**src/rtl/afifo_read_arbiter_if.sv**
```systemverilog
// Read-side bundle between an array of async FIFOs, the round-robin read
// arbiter and the downstream valid/ready consumer.
//   empty      : per-FIFO empty flags (bit i = FIFO i)
//   fifo_data  : per-FIFO registered read data, FIFO i in slice i
//   src_enable : per-FIFO arbitration mask, 1 = eligible
//   read_en_c  : combinational one-hot-or-zero read strobe to the FIFOs
//   data/src   : captured word and the index of the FIFO that supplied it
//   valid      : data/src valid; accepted when valid & ready
//   ready      : downstream accept
//   busy       : arbiter is not idle-searching
interface afifo_read_arbiter_if #(
  parameter int unsigned DATA_WIDTH = 32,
  parameter int unsigned NUM_FIFOS  = 4,
  parameter int unsigned SRC_WIDTH  = 2
);
  logic [NUM_FIFOS-1:0]            empty;
  logic [NUM_FIFOS*DATA_WIDTH-1:0] fifo_data;
  logic [NUM_FIFOS-1:0]            src_enable;
  logic [NUM_FIFOS-1:0]            read_en_c;
  logic [DATA_WIDTH-1:0]           data;
  logic [SRC_WIDTH-1:0]            src;
  logic                            valid;
  logic                            ready;
  logic                            busy;

  // Arbiter side.
  modport master (
    input  empty, fifo_data, src_enable, ready,
    output read_en_c, data, src, valid, busy
  );

  // FIFO array / consumer side.
  modport slave (
    output empty, fifo_data, src_enable, ready,
    input  read_en_c, data, src, valid, busy
  );
endinterface

```
**src/rtl/afifo_read_arbiter.sv**
```systemverilog
// Round-robin read scheduler for NUM_FIFOS async FIFOs in one read clock
// domain. Pulses the granted FIFO's read strobe, captures its registered
// output one cycle later and presents it on a valid/ready stream tagged with
// the source index. Up to MAX_BURST words are taken from one source before
// the grant rotates; the last granted source then has lowest priority.
//   clk   : read-domain clock (the FIFOs' read clock)
//   rst_n : asynchronous reset, active low
//   bus   : afifo_read_arbiter_if master modport (see interface header)
module afifo_read_arbiter #(
  parameter int unsigned DATA_WIDTH = 32,
  parameter int unsigned NUM_FIFOS  = 4,
  parameter int unsigned SRC_WIDTH  = 2,
  parameter int unsigned MAX_BURST  = 4
) (
  input  logic                 clk,
  input  logic                 rst_n,
  afifo_read_arbiter_if.master bus
);

  localparam int unsigned CNT_WIDTH = $clog2(MAX_BURST + 1);
  localparam logic [SRC_WIDTH-1:0] LAST_RESET = SRC_WIDTH'(NUM_FIFOS - 1);
  localparam logic [CNT_WIDTH-1:0] BURST_LIMIT = CNT_WIDTH'(MAX_BURST);
  localparam logic [CNT_WIDTH-1:0] CNT_ONE = CNT_WIDTH'(1);

  typedef enum logic [1:0] {
    ARB     = 2'd0,
    CAPTURE = 2'd1,
    PRESENT = 2'd2
  } state_t;

  state_t                 state_q, state_d;
  logic [SRC_WIDTH-1:0]   grant_q, grant_d;
  logic [SRC_WIDTH-1:0]   last_q, last_d;
  logic [CNT_WIDTH-1:0]   cnt_q, cnt_d;
  logic [DATA_WIDTH-1:0]  data_q, data_d;
  logic [SRC_WIDTH-1:0]   src_q, src_d;
  logic                   valid_q, valid_d;
  logic                   busy_q;

  logic [NUM_FIFOS-1:0]   eligible;
  logic [NUM_FIFOS-1:0]   read_en;
  logic                   found;
  logic [SRC_WIDTH-1:0]   win;
  logic [SRC_WIDTH-1:0]   cand;
  logic [DATA_WIDTH-1:0]  slice [NUM_FIFOS];

  assign eligible = bus.src_enable & ~bus.empty;

  // Unpack the flat FIFO data bus into per-source words.
  always_comb begin : unpack
    for (int unsigned i = 0; i < NUM_FIFOS; i++) begin
      slice[i] = bus.fifo_data[i*DATA_WIDTH +: DATA_WIDTH];
    end
  end

  // First eligible index after last_q, wrapping; the last grant is tried last.
  always_comb begin : search
    found = 1'b0;
    win   = '0;
    cand  = '0;
    for (int unsigned k = 1; k <= NUM_FIFOS; k++) begin
      cand = SRC_WIDTH'((32'(last_q) + k) % NUM_FIFOS);
      if (!found && eligible[cand]) begin
        found = 1'b1;
        win   = cand;
      end
    end
  end

  // Next-state and datapath decode.
  always_comb begin : fsm_next
    state_d = state_q;
    grant_d = grant_q;
    last_d  = last_q;
    cnt_d   = cnt_q;
    data_d  = data_q;
    src_d   = src_q;
    valid_d = valid_q;
    read_en = '0;
    case (state_q)
      ARB: begin
        if (found) begin
          read_en[win] = 1'b1;
          grant_d      = win;
          last_d       = win;
          cnt_d        = CNT_ONE;
          state_d      = CAPTURE;
        end
      end
      CAPTURE: begin
        // FIFO output was loaded by the read strobe on the previous edge.
        data_d  = slice[grant_q];
        src_d   = grant_q;
        valid_d = 1'b1;
        state_d = PRESENT;
      end
      PRESENT: begin
        if (bus.ready) begin
          valid_d = 1'b0;
          if (eligible[grant_q] && (cnt_q < BURST_LIMIT)) begin
            read_en[grant_q] = 1'b1;
            cnt_d            = cnt_q + CNT_ONE;
            state_d          = CAPTURE;
          end else begin
            state_d = ARB;
          end
        end
      end
      default: begin
        state_d = ARB;
      end
    endcase
  end

  // State and output registers.
  always_ff @(posedge clk or negedge rst_n) begin : fsm_regs
    if (!rst_n) begin
      state_q <= ARB;
      grant_q <= '0;
      last_q  <= LAST_RESET;
      cnt_q   <= '0;
      data_q  <= '0;
      src_q   <= '0;
      valid_q <= 1'b0;
      busy_q  <= 1'b0;
    end else begin
      state_q <= state_d;
      grant_q <= grant_d;
      last_q  <= last_d;
      cnt_q   <= cnt_d;
      data_q  <= data_d;
      src_q   <= src_d;
      valid_q <= valid_d;
      busy_q  <= (state_d != ARB);
    end
  end

  // Read strobe is forced low while reset is held so no FIFO word is popped.
  assign bus.read_en_c = read_en & {NUM_FIFOS{rst_n}};
  assign bus.data      = data_q;
  assign bus.src       = src_q;
  assign bus.valid     = valid_q;
  assign bus.busy      = busy_q;

endmodule

```
**src/flat_wrapper.sv**
```systemverilog
// flat-port wrapper written by rule: the top's interface ports become plain ports
module afifo_read_arbiter_flat 
#(
  parameter int unsigned DATA_WIDTH = 32,
  parameter int unsigned NUM_FIFOS  = 4,
  parameter int unsigned SRC_WIDTH  = 2,
  parameter int unsigned MAX_BURST  = 4
)
  (clk, rst_n, bus_empty, bus_fifo_data, bus_src_enable, bus_ready, bus_read_en_c, bus_data, bus_src, bus_valid, bus_busy);
  afifo_read_arbiter_if #(.DATA_WIDTH(DATA_WIDTH), .NUM_FIFOS(NUM_FIFOS), .SRC_WIDTH(SRC_WIDTH)) bus_i ();
  input  logic clk;
  input  logic rst_n;
  input wire logic [$bits(bus_i.empty)-1:0] bus_empty;
  input wire logic [$bits(bus_i.fifo_data)-1:0] bus_fifo_data;
  input wire logic [$bits(bus_i.src_enable)-1:0] bus_src_enable;
  input wire logic [$bits(bus_i.ready)-1:0] bus_ready;
  output wire logic [$bits(bus_i.read_en_c)-1:0] bus_read_en_c;
  output wire logic [$bits(bus_i.data)-1:0] bus_data;
  output wire logic [$bits(bus_i.src)-1:0] bus_src;
  output wire logic [$bits(bus_i.valid)-1:0] bus_valid;
  output wire logic [$bits(bus_i.busy)-1:0] bus_busy;
  assign bus_i.empty = bus_empty;
  assign bus_i.fifo_data = bus_fifo_data;
  assign bus_i.src_enable = bus_src_enable;
  assign bus_i.ready = bus_ready;
  assign bus_read_en_c = bus_i.read_en_c;
  assign bus_data = bus_i.data;
  assign bus_src = bus_i.src;
  assign bus_valid = bus_i.valid;
  assign bus_busy = bus_i.busy;
  afifo_read_arbiter #(.DATA_WIDTH(DATA_WIDTH), .NUM_FIFOS(NUM_FIFOS), .SRC_WIDTH(SRC_WIDTH), .MAX_BURST(MAX_BURST)) u_core (.clk(clk), .rst_n(rst_n), .bus(bus_i));
endmodule
```
**config.mk**
```make
export PLATFORM = sky130hd
export DESIGN_NAME = afifo_read_arbiter_flat
export DESIGN_NICKNAME = d
export VERILOG_FILES = /design/src/rtl/afifo_read_arbiter_if.sv /design/src/rtl/afifo_read_arbiter.sv /design/src/flat_wrapper.sv
export SDC_FILE = /design/constraint.sdc
export NUM_CORES = 1
export LEC_CHECK = 0
export ABC_CLOCK_PERIOD_IN_PS = 1900
export BUFFER_PORTS_ARGS = -buffer_cell sky130_fd_sc_hd__buf_2
export CAP_MARGIN = 20
export CORE_MARGIN = 3
export CORE_UTILIZATION = 40
export CTS_CLUSTER_DIAMETER = 40
export DETAILED_ROUTE_END_ITERATION = 16
export GPL_ROUTABILITY_DRIVEN = 1
export GPL_TIMING_DRIVEN = 0
export PLACE_DENSITY_LB_ADDON = 0.05
export SKIP_CTS_REPAIR_TIMING = 1
export SYNTH_ARGS = -nofsm -noshare
export SYNTH_HDL_FRONTEND = slang
export SYNTH_SLANG_ARGS = --single-unit
```
**constraint.sdc**
```tcl
create_clock -name clk -period 1.9 [get_ports clk]
set_input_delay 0.38 -clock clk [delete_from_list [all_inputs] [get_ports clk]]
set_output_delay 0.38 -clock clk [all_outputs]
set_load 0.005 [all_outputs]
```
==> run metrics <==
status finished with violations; failing checks negative setup slack; drt pass-1 iters 5; overall routing resource usage between 20 and 25%; Num Clock Sinks 45; antenna-violating nets left 0; WP data arrival around 1.9 ns; Reg area 1130 um^2; Synth top area share a little under two fifths; Tcrit/Tclk final 122%; Max Cap Viol 0; cell mode on critical path nand3b_1; worst hold slack roughly 0.075 ns; initial DRC count 80; CTS tree built; Die X around 90 um; Diodes inserted 0; largest net degree at the start of global routing 48; post-synthesis cell type count 37; clock insertion delay at the later pin of the skew report 0.29 ns; I/O Pins approximately 180; Port Buffer Count approximately 180; Critical Path, Cell by Cell nand3b_1 > a221oi_2 > nand3b_1 > o32a_1 > nor2_1 > buf_2; Leakage 2.15 nW; Critical Path Fanout Max 4; nets 593; total grt overflow 0; internal reg-to-reg setup slack 0.29 ns; Root Buffer clkbuf_8; post-placement cell area 3850 um^2; P&R area growth vs syn 43.9%; synthesized instance count 266; CTS buffer count 5; number of global-route vias before repair 2824; register area share after synthesis between 30% and 40%; relative slew slack 69.1%; Max Slew Vio Count 0; Worst Path Required 1.52 ns; combinational share of power a little over half; Hold Crit Class in -> async; clk buf depth 2; Synth area leaders dfrtp_1, mux4_2, nand2_1, nand2b_4, dfstp_2; post-place setup slack -0.662 ns; sw frac 37.9%; placed cells 540; Netlist Area Pre-Place about 2800 um^2; Via Count 2754; P_sw 2.12 mW; Final Wtd Congestion just over 0.8; Post-synth EDFFs 0; die height 90.2 um; total core area 6830 um^2; vias per cell 5.01; DRT Wirelength 8320 um; FILL cells 639; Tot Pwr about 5.6 mW; Finished Cell Area 4090 um^2; power share of the sequential group 30.7%; VDD IR-drop max 643 uV; r2r endpoint u_core.last_q[1]$_DFFE_PN1P_; area of the multi-input gates 1630 um^2; total number of yosys warnings 0; Critical Path Max Stage Delay 0.61 ns; CTS HTree Levels 2; ys async rst share 100%; PwrDens about 1400 nW/um^2; Hold Vio Cnt, Final 0; slowest CP cell dfstp_2; Post-Syn Area per Cell 10.7 um^2; startpoint types register; WS Path Type reg -> out; clock skew 0.00629 ns; layout cells sized above 1 55.9%; FP Rows 30; most frequent cells in the layout buf_2, nand2_1, dfrtp_1; Starting Density 41.6%; clock group share of total power 15.3%; die footprint 8140 um^2; Critical Path Sink Type primary output; Fmax 431 MHz; Yosys reg bits between 40 and 50; r2r worst-path depth 5; ys flop type dfrtp_1; area leader, netlist dfrtp_1; WL/cell ~15 um; Final setup viols 4; HPWL after DPL 6490 um; Setup WS post-layout -0.422 ns; global-route wire length before repair around 14000 um; DRC errors left 0; most common cell after layout, fill and taps aside buf_2; RSZ-0062 raised after global routing yes; Reg2Reg Launch Point u_core.last_q[1]$_DFFE_PN1P_; crit path time final 2.32 ns; initial antenna violation count 0; Internal approximately 3.5 mW; Worst-Margin Slew approximately 0.46 ns; Final Non-Filler Cells 550; syn nets 406; Worst-path clk slew ~0.09 ns
[power groups by stage]
stage	clock network [mW]	logic, mW	registers [mW]
after floorplan	0	1.98	1.71
after global placement	0	2.98	1.67
after detailed placement	0	3.03	1.68
after CTS	0.874	3.04	1.67
after global routing	0.924	3.40	1.79
final	0.856	3.03	1.72
[synthesized netlist by cell type, types with 2 or more instances]
master	instances
nand3_1	3
nand2_1	107
buf_4	3
buf_2	10
and2b_1	2
o21ai_0	5
clkbuf_1	4
nand2b_4	5
nor2_1	5
nand2b_1	3
nand3b_1	4
nor2b_1	4
dfrtp_1	43
inv_1	6
mux4_2	33
dfstp_2	2
buf_6	2
mux2i_1	2
a21oi_1	5
[kinds of logic (layout without fill, tap and decap cells)]
group | Yosys count | count (layout) | share of synthesized area [%]
AO/OA/AOI/OAI | 21 | 21 | 5.55
adder cells (fa/ha/maj) | 1 | 1 | 0.441
buffers and inverters | 25 | 213 | 4.67
flip-flops | 45 | 45 | 39.8
multiplexers | 35 | 35 | 26.9
AND/OR/NAND/NOR | 139 | 139 | 22.7
[registers in the layout, summed over array words and instances (netlist names)]
signal	cells
u_core.bus.busy	1
u_core.cnt_q	3
u_core.last_q	2
u_core.bus.data	32
u_core.state_q	2
u_core.grant_q	2
u_core.bus.src	2
u_core.bus.valid	1
[final cells by class]
class                   count  area share [%]
clock buffers               5            1.68
flip-flops and latches     45            27.6
plain buffers              17            2.42
clock inverters             3            1.59
repair buffers            182            23.2
inverters                   6           0.551
multi-input cells         196            40.0
well taps                  96            2.94
[worst max-delay path by stage]
stage / startpoint / to / slack [ns] / depth (start not counted)
2_1_floorplan: u_core.last_q[1]$_DFFE_PN1P_ / bus_read_en_c[2] / 0.10 / 6
3_3_place_gp: rst_n / bus_read_en_c[0] / -0.65 / 5
3_5_place_dp: rst_n / bus_read_en_c[0] / -0.66 / 5
4_1_cts: rst_n / bus_read_en_c[0] / -0.65 / 5
5_1_grt: u_core.last_q[1]$_DFFE_PN1P_ / bus_read_en_c[2] / -0.53 / 6
6_report: u_core.last_q[1]$_DFFE_PN1P_ / bus_read_en_c[2] / -0.42 / 6
[stage by stage]
step                      TNS [ns]  utilization, %
after global routing         -1.74            59.8
after detailed placement     -1.91            56.4
after CTS                    -2.07            58.3
final                        -1.34            59.8
after floorplan                  0               -
after global placement       -1.89            56.4
[critical path: cells and delay by family (launching register included)]
family,cells,cell delay [ns]
and+or+nand+nor,3,0.40
buffers and inverters,1,0.12
DFF,1,0.61
AOI/OAI and AO/OA,2,0.52
[routing by layer]
layer	global-route usage [%]	share of wire (%)	up-vias	wire length [um]
met5	0	0	-	0
li1	-	-	1305	-
met1	26.5	40	1301	3310
met3	4.77	8.4	13	696
met2	35.5	50	135	4200
met4	5.23	1.4	0	114
(Power assumes the default switching activity.)
